<file path="src/rtl/pipe_stage_pkg.sv">
// Shared widths and constants for pipe_stage_reg instantiations, so every
// pipeline boundary pulls its field widths from one place.
package pipe_stage_pkg;

    localparam int CNT_W_DEF = 16;
    localparam logic [CNT_W_DEF-1:0] CNT_MAX = '1;

    localparam int PIPE_CTRL_W_DEF   = 8;
    localparam int PIPE_DATA_W_DEF   = 256;

    // Per-boundary field widths (control bits, then packed data payload).
    localparam int PIPE_CTRL_W_IFID  = 1;
    localparam int PIPE_DATA_W_IFID  = 64;
    localparam int PIPE_CTRL_W_IDEX  = 8;
    localparam int PIPE_DATA_W_IDEX  = 256;
    localparam int PIPE_CTRL_W_EXMEM = 6;
    localparam int PIPE_DATA_W_EXMEM = 160;
    localparam int PIPE_CTRL_W_MEMWB = 4;
    localparam int PIPE_DATA_W_MEMWB = 96;

endpackage

</file>
<file path="src/rtl/pipe_skid_entry.sv">
// One valid/ctrl/data holding entry. Priority: Reset > clear > load.
// The ctrl output reads zero whenever the entry is empty.
module pipe_skid_entry #(
    parameter int CTRL_W = 8,
    parameter int DATA_W = 256
) (
    input  logic              Clk,
    input  logic              Reset,
    input  logic              clear,
    input  logic              load,
    input  logic [CTRL_W-1:0] load_ctrl,
    input  logic [DATA_W-1:0] load_data,
    output logic              valid,
    output logic [CTRL_W-1:0] ctrl,
    output logic [DATA_W-1:0] data
);

    logic [CTRL_W-1:0] ctrl_q;

    // NOTE: state uses <= so every flop samples pre-edge values; the wide data
    // register is reset too because OutData must read 0 after Reset.
    always_ff @(posedge Clk) begin
        if (Reset) begin
            valid  <= 1'b0;
            ctrl_q <= '0;
            data   <= '0;
        end else if (clear) begin
            valid  <= 1'b0;
            ctrl_q <= '0;
        end else if (load) begin
            valid  <= 1'b1;
            ctrl_q <= load_ctrl;
            data   <= load_data;
        end
    end

    assign ctrl = valid ? ctrl_q : '0;

endmodule

</file>
<file path="src/rtl/pipe_stage_reg.sv">
// Generic pipeline stage register with valid/ready, flush and stall counter.
// Define PIPE_STAGE_REG_SKID_EN to add a one-entry skid buffer (registered InReady).
module pipe_stage_reg
    import pipe_stage_pkg::*;
#(
    parameter int CTRL_W = PIPE_CTRL_W_DEF,
    parameter int DATA_W = PIPE_DATA_W_DEF,
    parameter int CNT_W  = CNT_W_DEF
) (
    input  logic              Clk,
    input  logic              Reset,
    input  logic              Flush,
    input  logic              InValid,
    output logic              InReady,
    input  logic [CTRL_W-1:0] InCtrl,
    input  logic [DATA_W-1:0] InData,
    output logic              OutValid,
    input  logic              OutReady,
    output logic [CTRL_W-1:0] OutCtrl,
    output logic [DATA_W-1:0] OutData,
    output logic [CNT_W-1:0]  StallCount
);

    localparam logic [CNT_W-1:0] SAT_MAX = '1;

    logic              main_valid;
    logic              main_load;
    logic              main_clear;
    logic [CTRL_W-1:0] load_ctrl;
    logic [DATA_W-1:0] load_data;
    logic              emit;
    logic              stall;

    assign emit  = main_valid && OutReady;
    assign stall = main_valid && !OutReady;

`ifdef PIPE_STAGE_REG_SKID_EN
    logic              skid_valid;
    logic              skid_load;
    logic              skid_clear;
    logic [CTRL_W-1:0] skid_ctrl;
    logic [DATA_W-1:0] skid_data;

    assign InReady = !skid_valid;

    // A parked skid word always drains into main before new input is taken.
    always_comb begin
        main_load  = 1'b0;
        main_clear = Flush;
        skid_load  = 1'b0;
        skid_clear = Flush;
        load_ctrl  = InCtrl;
        load_data  = InData;
        if (skid_valid) begin
            load_ctrl  = skid_ctrl;
            load_data  = skid_data;
            main_load  = emit;
            skid_clear = Flush || emit;
        end else if (InValid && !Flush) begin
            main_load = !main_valid || OutReady;
            skid_load = stall;
        end else begin
            main_clear = Flush || emit;
        end
    end

    pipe_skid_entry #(.CTRL_W(CTRL_W), .DATA_W(DATA_W)) u_skid (
        .Clk       (Clk),
        .Reset     (Reset),
        .clear     (skid_clear),
        .load      (skid_load),
        .load_ctrl (InCtrl),
        .load_data (InData),
        .valid     (skid_valid),
        .ctrl      (skid_ctrl),
        .data      (skid_data)
    );
`else
    logic accept;

    assign InReady    = !main_valid || OutReady;
    assign accept     = InValid && InReady && !Flush;
    assign main_load  = accept;
    assign main_clear = Flush || (emit && !accept);
    assign load_ctrl  = InCtrl;
    assign load_data  = InData;
`endif

    pipe_skid_entry #(.CTRL_W(CTRL_W), .DATA_W(DATA_W)) u_main (
        .Clk       (Clk),
        .Reset     (Reset),
        .clear     (main_clear),
        .load      (main_load),
        .load_ctrl (load_ctrl),
        .load_data (load_data),
        .valid     (main_valid),
        .ctrl      (OutCtrl),
        .data      (OutData)
    );

    assign OutValid = main_valid;

    always_ff @(posedge Clk) begin
        if (Reset) begin
            StallCount <= '0;
        end else if (stall && StallCount != SAT_MAX) begin
            StallCount <= StallCount + CNT_W'(1);
        end
    end

endmodule

</file>
<file path="config.mk">
export PLATFORM = sky130hd
export DESIGN_NAME = pipe_stage_reg
export DESIGN_NICKNAME = d
export VERILOG_FILES = /design/src/rtl/pipe_stage_pkg.sv /design/src/rtl/pipe_skid_entry.sv /design/src/rtl/pipe_stage_reg.sv
export SDC_FILE = /design/constraint.sdc
export NUM_CORES = 1
export LEC_CHECK = 0
export CORE_AREA = 2 2 216 218
export CTS_CLUSTER_DIAMETER = 60
export DETAILED_ROUTE_END_ITERATION = 16
export DIE_AREA = 0 0 218 220
export SLEW_MARGIN = 20
export SYNTH_ARGS = -nofsm -noshare
export SYNTH_HDL_FRONTEND = slang
export SYNTH_SLANG_ARGS = --single-unit
</file>
<file path="constraint.sdc">
create_clock -name Clk -period 3.9 [get_ports Clk]
set_input_delay 0.78 -clock Clk [delete_from_list [all_inputs] [get_ports Clk]]
set_output_delay 0.78 -clock Clk [all_outputs]
set_load 0.01 [all_outputs]
</file>
### Yosys cells after proc, flatten, opt, wreduce, memory -nomap -nowiden

Index checks and enable logic that the tools add are counted.

| word-level totals | value |
|---|---|
| flip-flop bits (word level) | 281 |
| bits in latches | 0 |
| bits in writable memories | 0 |
| memory bits (read-only) | 0 |
| bits of input ports | 269 |
| output and inout port bits | 282 |
| logic and storage cells | 22 |
| memories | 0 |

| cells by class | value |
|---|---|
| add/subtract/negate cells | 1 |
| $mul | 0 |
| div/mod/pow operators | 0 |
| magnitude comparators | 0 |
| eq/ne operators | 1 |
| shifts and indexed selects | 0 |
| mux-type cells | 1 |
| bitwise gates (word level) | 1 |
| reduce and logical (&&, ||, !) cells | 14 |

Operator list:

| kind | count |
|---|---|
| 16-bit by 1-bit adder with 16-bit output (second input constant) | 1 |
| 16-bit != test (second input constant) | 1 |
| 8-bit two-way mux | 1 |
| 1-bit logical AND | 6 |
| 1-bit logical NOT | 4 |
| 1-bit logical OR | 2 |
| 2-bit AND reduction | 1 |
| 2-bit OR reduction | 1 |
| 1-bit inverter | 1 |

### Longest topological paths before layout

Gate-level depths: netlist of the first run.

| logic depth | value |
|---|---|
| word-level depth | 9 |
| gate-level depth with buffers | 7 |

### Hierarchy

From an unflattened synthesis of the first run, not the netlist that was laid out.

| second synthesis, totals | value |
|---|---|
| cells, all modules | 1305 |
| area, all modules | 12705.9 um^2 |

Modules (own cells, without submodules):

| module | instances | cells each | area an instance (um^2) |
|---|---|---|---|
| pipe_skid_entry | 1 | 1204 | 11837.6 |
| pipe_stage_reg | 1 | 101 | 868.3 |

### Worst setup path after synthesis of the first run

Ideal clock, no wire load.

| path | value |
|---|---|
| kind | input -> register |
| start | input OutReady |
| end | register StallCount[10] |
| data arrival time | 1.993 ns |
| path slack | 1.837 ns |
| stages on the path | 5 |
| buffers on the path | 0 |
| cell sequence | and2b_1 -> inv_2 -> or4_1 -> or3_1 -> a21oi_1 |

| on the way | value |
|---|---|
| longest elaborated chain between the ends | 3 |

Ends and longest elaborated chain:

| element | RTL line | source |
|---|---|---|
| start, declared | pipe_stage_reg.sv:18 | `input logic OutReady,` |
| 1-bit logical NOT | pipe_stage_reg.sv:35 | `assign stall = main_valid && !OutReady;` |
| 1-bit logical AND | pipe_stage_reg.sv:35 |  |
| 1-bit logical AND | pipe_stage_reg.sv:106 | `end else if (stall && StallCount != SAT_MAX) begin` |
| end signal, assigned | pipe_stage_reg.sv:107 | `StallCount <= StallCount + CNT_W'(1);` |
| end, declared | pipe_stage_reg.sv:21 | `output logic [CNT_W-1:0] StallCount` |

No other way between the ends.
A chain may end at the register's enable or synchronous reset.

### Worst setup path after layout of the first run

| path | value |
|---|---|
| start | input OutReady |
| end | output InReady |

| on the way | value |
|---|---|
| longest elaborated chain between the ends | 1 |

Ends and longest elaborated chain:

| element | RTL line | source |
|---|---|---|
| 1-bit logical OR | pipe_stage_reg.sv:81 | `assign InReady = !main_valid \|\| OutReady;` |
| end, declared | pipe_stage_reg.sv:14 | `output logic InReady,` |

No other way between the ends.

==> results of run 1 <==
layout by cell type, fill, tap and decap left out, drive strengths merged, types with 5 or more instances in the layout:
cell and n:
buf 14, or4 5, or3 9, nand2 535, o21ai 11, inv 5, clkdlybuf4s50 549, nand4 6
a21oi 277, and2 8, dfxtp 281, clkbuf 51, nand3 8
cell families (layout without fill, tap and decap cells):
group | count (synthesis) | after routing
and+or+nand+nor | 589 | 589
DFF | 281 | 281
adders and majority gates | 1 | 1
buffers and inverters | 93 | 623
AOI/OAI and AO/OA | 295 | 295
state kept, by name, summed over array words and instances, names as in the netlist:
register / cells
u_main.data: 256
StallCount: 16
u_main.ctrl_q: 8
u_main.valid: 1
per-stage QoR:
stage                     setup slack, ns  cells  total power [W]  utilization [%]
after global routing                0.710   2396          0.00744             37.3
final                               0.768   2396          0.00712             37.3
after global placement              0.786   2340          0.00404             34.8
after detailed placement            0.770   2340          0.00405             34.8
after floorplan                      1.84   1259          0.00343                -
after CTS                           0.763   2396          0.00725             37.3
final cells by class:
| class | count | area [um^2] | area share (%) |
|---|---|---|---|
| Tap cell | 607 | 759 | 4.44 |
| Clock buffer | 50 | 1040 | 6.11 |
| Sequential cell | 281 | 5630 | 32.9 |
| Clock inverter | 6 | 65.1 | 0.381 |
| Timing Repair Buffer | 564 | 5710 | 33.4 |
| Multi-Input combinational cell | 885 | 3870 | 22.7 |
| Inverter | 3 | 11.3 | 0.0659 |
worst reg2reg max path: stages (launching register included):
cell and delay [ns]:
sky130_fd_sc_hd__dfxtp_1 0.53, sky130_fd_sc_hd__and2b_1 0.42, sky130_fd_sc_hd__inv_2 0.16, sky130_fd_sc_hd__nand3b_1 0.22
sky130_fd_sc_hd__buf_12 0.21, sky130_fd_sc_hd__buf_12 0.33, sky130_fd_sc_hd__nand2_1 0.21, sky130_fd_sc_hd__a21oi_1 0.17
layer usage:
layer	GRT usage, %	wire (um)	vias to the layer above
met4	5.76	1190	0
met5	0	0	-
li1	-	-	5104
met1	16.0	14200	4582
met2	22.5	16600	403
met3	5.23	3400	68
where the power goes:
| group | total, W | switching, W | internal, W | leakage [nW] |
|---|---|---|---|---|
| logic | 0.000922 | 0.000392 | 0.000530 | 3.15 |
| clock network | 0.00314 | 0.00122 | 0.00192 | 0.550 |
| registers | 0.00306 | 0.0000625 | 0.00300 | 2.29 |
| total | 0.00712 | 0.00167 | 0.00545 | 6.00 |
final timing paths:
path | slack (ns) | cells past startpoint | endpoint
worst max-delay path | 0.77 | 4 | InReady
worst max register to register | 1.58 | 7 | u_main.data[156]
worst min-delay path | 0.45 | 2 | u_main.ctrl_q[0]
worst min register to register | 0.45 | 2 | u_main.ctrl_q[0]
==> reports/summary.md, run 1 <==
In this run the cell area of the synthesized design comes to 0.00987 mm^2. The run gives 0 ns as the accumulated negative setup slack. Placed wire-length estimate after detailed placement: 25.1 mm. The tools report the unique cell type count in the Yosys netlist as 30. The worst-case clock skew was 0.0129 ns; the length of the first detailed-routing pass in iterations was 5. The number of synthesized flops with an enable pin came out at 0.

In this run the worst setup path begins at OutReady. The worst pin sits at a relative slew slack of 50.6%. After synthesis, the share of cell area in mux cells is 0%. Number of failing setup endpoints in the final timing report: 0. After detailed routing, the average wire length per cell comes to 14.8 um. The x dimension of the die was 218 um; the post-CTS repair timing setup buffer count was 0.

In this run the most critical hold path is launched from u_main.ctrl_q[0]. The post-route netlist has 3.80% of its cells at a drive strength greater than 1. The H-tree was split into 2 levels. Power spread over the standard cell area amounts to 416 mW/mm^2. The buffer cell driving the clock tree root is sky130_fd_sc_hd__clkbuf_16. Dividing the detail-routed via count by the number of cells gives 4.24.

STA puts the critical path data required time at 3.12 ns. The slew at the pin closest to its max-slew limit came out at 0.742 ns. Entering global routing, the biggest net connects 139 pins. In this run, synthesis produced a sequential element count of 281. Compared with the post-synthesis result, the final layout area differs by 73.1%. The tools report the final max-slew violation count as 0. The largest family of logic cells by synthesized area is simple AND/OR/NAND/NOR gates. For the sum of routed wire length over all layers, the log shows 35.4 mm. Walking the worst path, the cells encountered are clkdlybuf4s50_1 -> and2b_1 -> inv_2 -> clkdlybuf4s50_1.

After floorplanning, the core was divided into 79 placement rows. TritonCTS built the clock tree. The die covers 0.0480 mm^2.

Post-synthesis net count: 1529. Final hold analysis gives a worst-case slack of 0.448 ns. In this run the remaining antenna-violating nets after routing total 0.

The clock passes through at most 3 buffers. The synthesized netlist devotes 15.1% of its cell area to compound gates. The synthesized netlist devotes 0.127% of its cell area to adder and majority cells. Summed over all layers, the global routing overflow is 0. The core region is 0.0459 mm^2. Static timing analysis puts the maximum clock frequency at 0.319 GHz. The average instance in the mapped netlist occupies 7.84 um^2. Across the run, the number of max-cap violations was 0. The first routing iteration left 458 violations. Family with the most delay on the worst path: buffers and inverters. Routability-driven placement finished with a final weighted congestion of 0.798. The number of antenna cells inserted was 0. The run gives 9482 as the via count of the first global-routing pass.

The synthesized instance count was 1259; the static leakage power was 6.00 nW. The residual DRC count came out at 0. Summing all non-filler instances in the final layout gives an area of 0.0171 mm^2. The tools report the endpoint type of the worst setup path as an output port. The number of hold-slack violations in the final timing report is 0. The number of antenna violations at the first check in global routing is 0. The clock period minus worst slack came out at 3.13 ns. The tools report the number of buffers inserted by hold repair at cts as 0.

For the clock buffer count from CTS, the log shows 35. Slowest library cell on the worst path: sky130_fd_sc_hd__clkdlybuf4s50_1. The run finished with clean final reports. Once placement finished, the instance area stood at 0.0160 mm^2.

The largest single stage delay on the critical path is 0.58 ns. The count of buffers added on input and output ports is 550. The sequential fraction of the synthesis area came out at 57.0%.

Setup repair after global routing left no endpoint under its margin. Most common cell in the synthesized netlist: sky130_fd_sc_hd__nand2_1. STA classifies the critical path startpoint as an input port. The parity-gate share of the synthesized area counting xor and xnor cells is 0%, and the maximum fanout count along the critical path is 11. The logs give 0.274 mV for the maximum vdd ir drop and 21.5% for the effective utilization at floorplan. For this run, the leading register cell type out of synthesis is sky130_fd_sc_hd__dfxtp_1.

For the worst setup path, the data arrival time is 2.35 ns. The later pin in the worst-skew pair is clocked with a latency of 0.52 ns. The min-delay analysis places its worst path in the category reg -> reg. The first global-routing pass estimated 52.2 mm of wire. Sorting the synthesized cells by how often they occur yields sky130_fd_sc_hd__nand2_1 (535), sky130_fd_sc_hd__dfxtp_1 (281), sky130_fd_sc_hd__a21oi_1 (277). The total number of vias was 10200.

The cell type with the highest aggregate area in the netlist was sky130_fd_sc_hd__dfxtp_1. Most frequent cell on the critical path: sky130_fd_sc_hd__clkdlybuf4s50_1. Number of clock sinks: 281. The critical path contains buffers and inverters numbering 3 combined. The startpoint of the lowest-slack register-to-register path was u_main.valid. After clock tree synthesis, the repair step resized 0 gates.

The final-layout fill cell count is 4737, and the share of synthesized cell area in and, or, nand and nor gates is 23.8%. The critical path is of the in -> out type. The run gives 0 as the warning count from the yosys run. The y dimension of the die works out to 220 um. Fraction of post-synthesis cell area in the top cell type by area: 57.0%. In the global route stage, overall resource usage came out at 13.7%.

At the end of the flow, the number of nets in the layout was 2040. Post-route clock period utilization: 80.3%. Counting flops with an async set or reset pin after synthesis yields a share of 0%.

In the post-synthesis netlist, the biggest area contributors are sky130_fd_sc_hd__dfxtp_1 (57%), sky130_fd_sc_hd__nand2_1 (20%), sky130_fd_sc_hd__a21oi_1 (14%). The number of primary I/O pins came out at 551. Clock-pin slew was measured on the worst setup and hold paths at 0.05 ns.
Power figures use the tool's default switching activity.
==> run 2: changes to the inputs <==
clock period = 2.6 ns   (was 3.9 ns; I/O delays follow)
==> reports/summary.md, run 2 (synthesis gave the netlist of run 1 again) <==
The maximum buffer depth of the clock tree is 3 (unchanged). The largest registers in the layout are u_main.data x256, StallCount x16, u_main.ctrl_q x8. Iteration-0 DRC count of the detailed router: 516 (+13%). The run finished with clean final reports. The effective utilization at floorplan came out at 21.5% (unchanged). The length of routed wiring on met1 is 14.7 mm (+3.4%), and the maximum fanout count along the critical path is 9 (-2).

Ratio of cells with drive above 1 in the final layout: 5.28% (+1.5 points). The length of the first detailed-routing pass in iterations was 5 (unchanged); the residual antenna-violating net count after detailed routing was 0 (unchanged). TritonCTS built the clock tree.

The number of antenna violations at the first check in global routing is 2 (+2). The post-CTS clock slew at the launch and capture registers of the worst setup and hold paths is 0.06 ns (about the same). The via count of the first global-routing pass is 9749 (+2.8%).

The x dimension of the die came out at 218 um (unchanged). The final critical path takes up 95.6% of the cycle. The worst setup path is launched from an input port.

The library cell used most frequently in the layout, excluding fill and tap cells, is sky130_fd_sc_hd__clkdlybuf4s50_1. Ranked by flip-flop count, first place goes to u_main.data. The number of flip-flops in the largest register was 256 (unchanged); the static leakage power was 6.15 nW (+2.5%).

The number of stages on the worst hold path works out to 2 (unchanged). The data arrival time at the worst-slack endpoint is 1.97 ns (-0.38 ns). The worst register-to-register path begins at StallCount[0].

Clock tree synthesis selected as its root buffer the cell sky130_fd_sc_hd__clkbuf_16. The number of primary I/O pins is 551 (unchanged), and the critical path required time is 2.08 ns (-1.04 ns). The tools report the routability congestion estimate from global placement as 0.813 (+1.9%). The H-tree level count is 2 (unchanged), and the via density per instance is 4.28 (+0.87%). The worst-case hold slack was 0.451 ns (+0.00272 ns); the final max-slew violation count was 0 (unchanged). The final net count is 2062 (+1.1%). The number of antenna cells inserted was 0 (unchanged); the insertion delay of the later-clocked pin in the worst-skew pair was 0.52 ns (about the same). Pre-CTS setup slack: 0.125 ns (-0.645 ns). For the maximum vdd ir drop, the log shows 0.421 mV (+54%). For the total global routing overflow, the log shows 0 (unchanged). For the number of resized instances in the post-cts repair step, the log shows 0 (unchanged).

The number of clock sinks was 281 (unchanged). The power per cell area is 635 mW/mm^2 (+53%), and the max-cap check violation count is 0 (unchanged). The highest metal layer with signal wires was met4.

The tools report the full die area as 0.0480 mm^2 (unchanged). The final worst setup slack came out at 0.114 ns (-0.654 ns). Endpoint of the most critical register-to-register path: StallCount[7].

Number of hold-slack violations in the final timing report: 0 (unchanged). From synthesis to final layout, the design area changed by 76.2%. The cell count of the worst reg-to-reg path works out to 5 (-2). For the residual DRC count, the log shows 0 (unchanged). The worst hold path terminates at u_main.data[27]. The combined area of the multi-input logic cells is 0.00386 mm^2 (-0.23%). Worst min-delay path startpoint: u_main.data[27]. The count of input and output buffers works out to 550 (unchanged). The slew at the pin closest to its max-slew limit was 0.681 ns (-0.0602 ns); the sum of routed wire length over all layers was 36.3 mm (+2.6%). Number of failing setup endpoints in the final timing report: 0 (unchanged). For the placed wire-length estimate after detailed placement, the log shows 26.2 mm (+4.5%). The tools report the total number of vias as 10400 (+2.0%). Leaving out fill and tap cells, the most frequent cells in the layout are sky130_fd_sc_hd__clkdlybuf4s50_1 (549), sky130_fd_sc_hd__nand2_1 (535), sky130_fd_sc_hd__dfxtp_1 (281).

The total met2 wirelength after detailed routing was 17.4 mm (+5.1%); the largest net degree at the start of global routing was 77 (-45%). Number of buffers inserted by hold repair at cts: 0 (unchanged). Setup repair after global routing left no endpoint under its margin. The post-CTS repair timing setup buffer count is 0 (unchanged), and the peak clock frequency supported by timing is 0.402 GHz. The core footprint was 0.0459 mm^2 (unchanged).

The total number of placement rows was 79 (unchanged). The wire length per cell is 15.0 um (+1.5%). The y dimension of the die was 220 um (unchanged); the worst-case clock skew was 0.0122 ns (-0.000757 ns). Path category of the worst min-delay check: reg -> reg. For the finished layout, the period the worst path requires is 2.49 ns. STA classifies the critical path endpoint as an output port. Critical setup path kind: in -> out. The run gives 54.0 mm (+3.3%) as the first-pass GRT wire length. The area taken by flip-flops and latches is 0.00563 mm^2 (unchanged). The worst relative slew slack was 54.1% (+3.6 points). The tools report the final-layout fill cell count as 4664 (-1.5%). The tools report the total global-route track usage as 14.2% (+0.50 points).

The tools report the worst-case register-to-register setup slack as 0.57 ns (-1.01 ns). The tools report the detailed route wirelength on metal3 as 3.34 mm (-1.6%). The accumulated negative setup slack was 0 ns (unchanged).

The clock buffer count from CTS is 35 (unchanged).
==> run 2: changes by cell type in the layout (fill, tap and decap cells not counted), moves of 2 or more <==
cell	previous run	this run
sky130_fd_sc_hd__buf_12	8	12
sky130_fd_sc_hd__clkinvlp_4	0	2
sky130_fd_sc_hd__bufinv_16	1	4
sky130_fd_sc_hd__clkinv_2	3	5
sky130_fd_sc_hd__buf_4	6	24
sky130_fd_sc_hd__clkbuf_8	8	6
==> run 2: report_power, final <==
group	switching, W	leakage [nW]	total, W	internal, W
sequential	0.0000964	2.29	0.00459	0.00450
clock	0.00189	0.590	0.00504	0.00315
combinational	0.000596	3.26	0.00142	0.000825
==> run 2: worst max path at each step <==
| stage | start | endpoint | slack [ns] | depth (start not counted) |
|---|---|---|---|---|
| floorplan | OutReady | StallCount[10] | 0.80 | 5 |
| global placement | OutReady | InReady | 0.14 | 4 |
| detailed placement | OutReady | InReady | 0.12 | 4 |
| CTS | u_main.valid | InReady | 0.08 | 3 |
| global route | u_main.valid | InReady | 0.01 | 3 |
| finish | OutReady | InReady | 0.11 | 4 |
==> run 2: cell type report <==
cell class	count	share of cell area [%]
flip-flops and latches	281	32.3
inverters	3	0.0647
clock inverters	14	1.09
multi-input cells	885	22.2
well taps	607	4.37
repair buffers	586	34.1
clock buffers	48	5.85
==> run 2: per-stage QoR <==
stage | util (%) | total power (W) | instances | cell area, um^2
detailed placement | 35.3 | 0.00612 | 2362 | 16200
global placement | 35.3 | 0.00610 | 2362 | 16200
global route | 37.9 | 0.0115 | 2424 | 17400
finish | 37.9 | 0.0111 | 2424 | 17400
CTS | 37.9 | 0.0112 | 2424 | 17400
floorplan | - | 0.00515 | 1259 | 9870
==> run 2: critical path: stages <==
cell	delay [ns]
sky130_fd_sc_hd__clkdlybuf4s50_1	0.50
sky130_fd_sc_hd__and2b_1	0.24
sky130_fd_sc_hd__inv_2	0.15
sky130_fd_sc_hd__clkdlybuf4s50_1	0.56
==> run 2: metal layers <==
layer,track usage (%),vias to the layer above
li1,-,5168
met1,16.9,4756
met2,23.7,389
met3,5.18,52
met4,4.76,0
met5,0,-
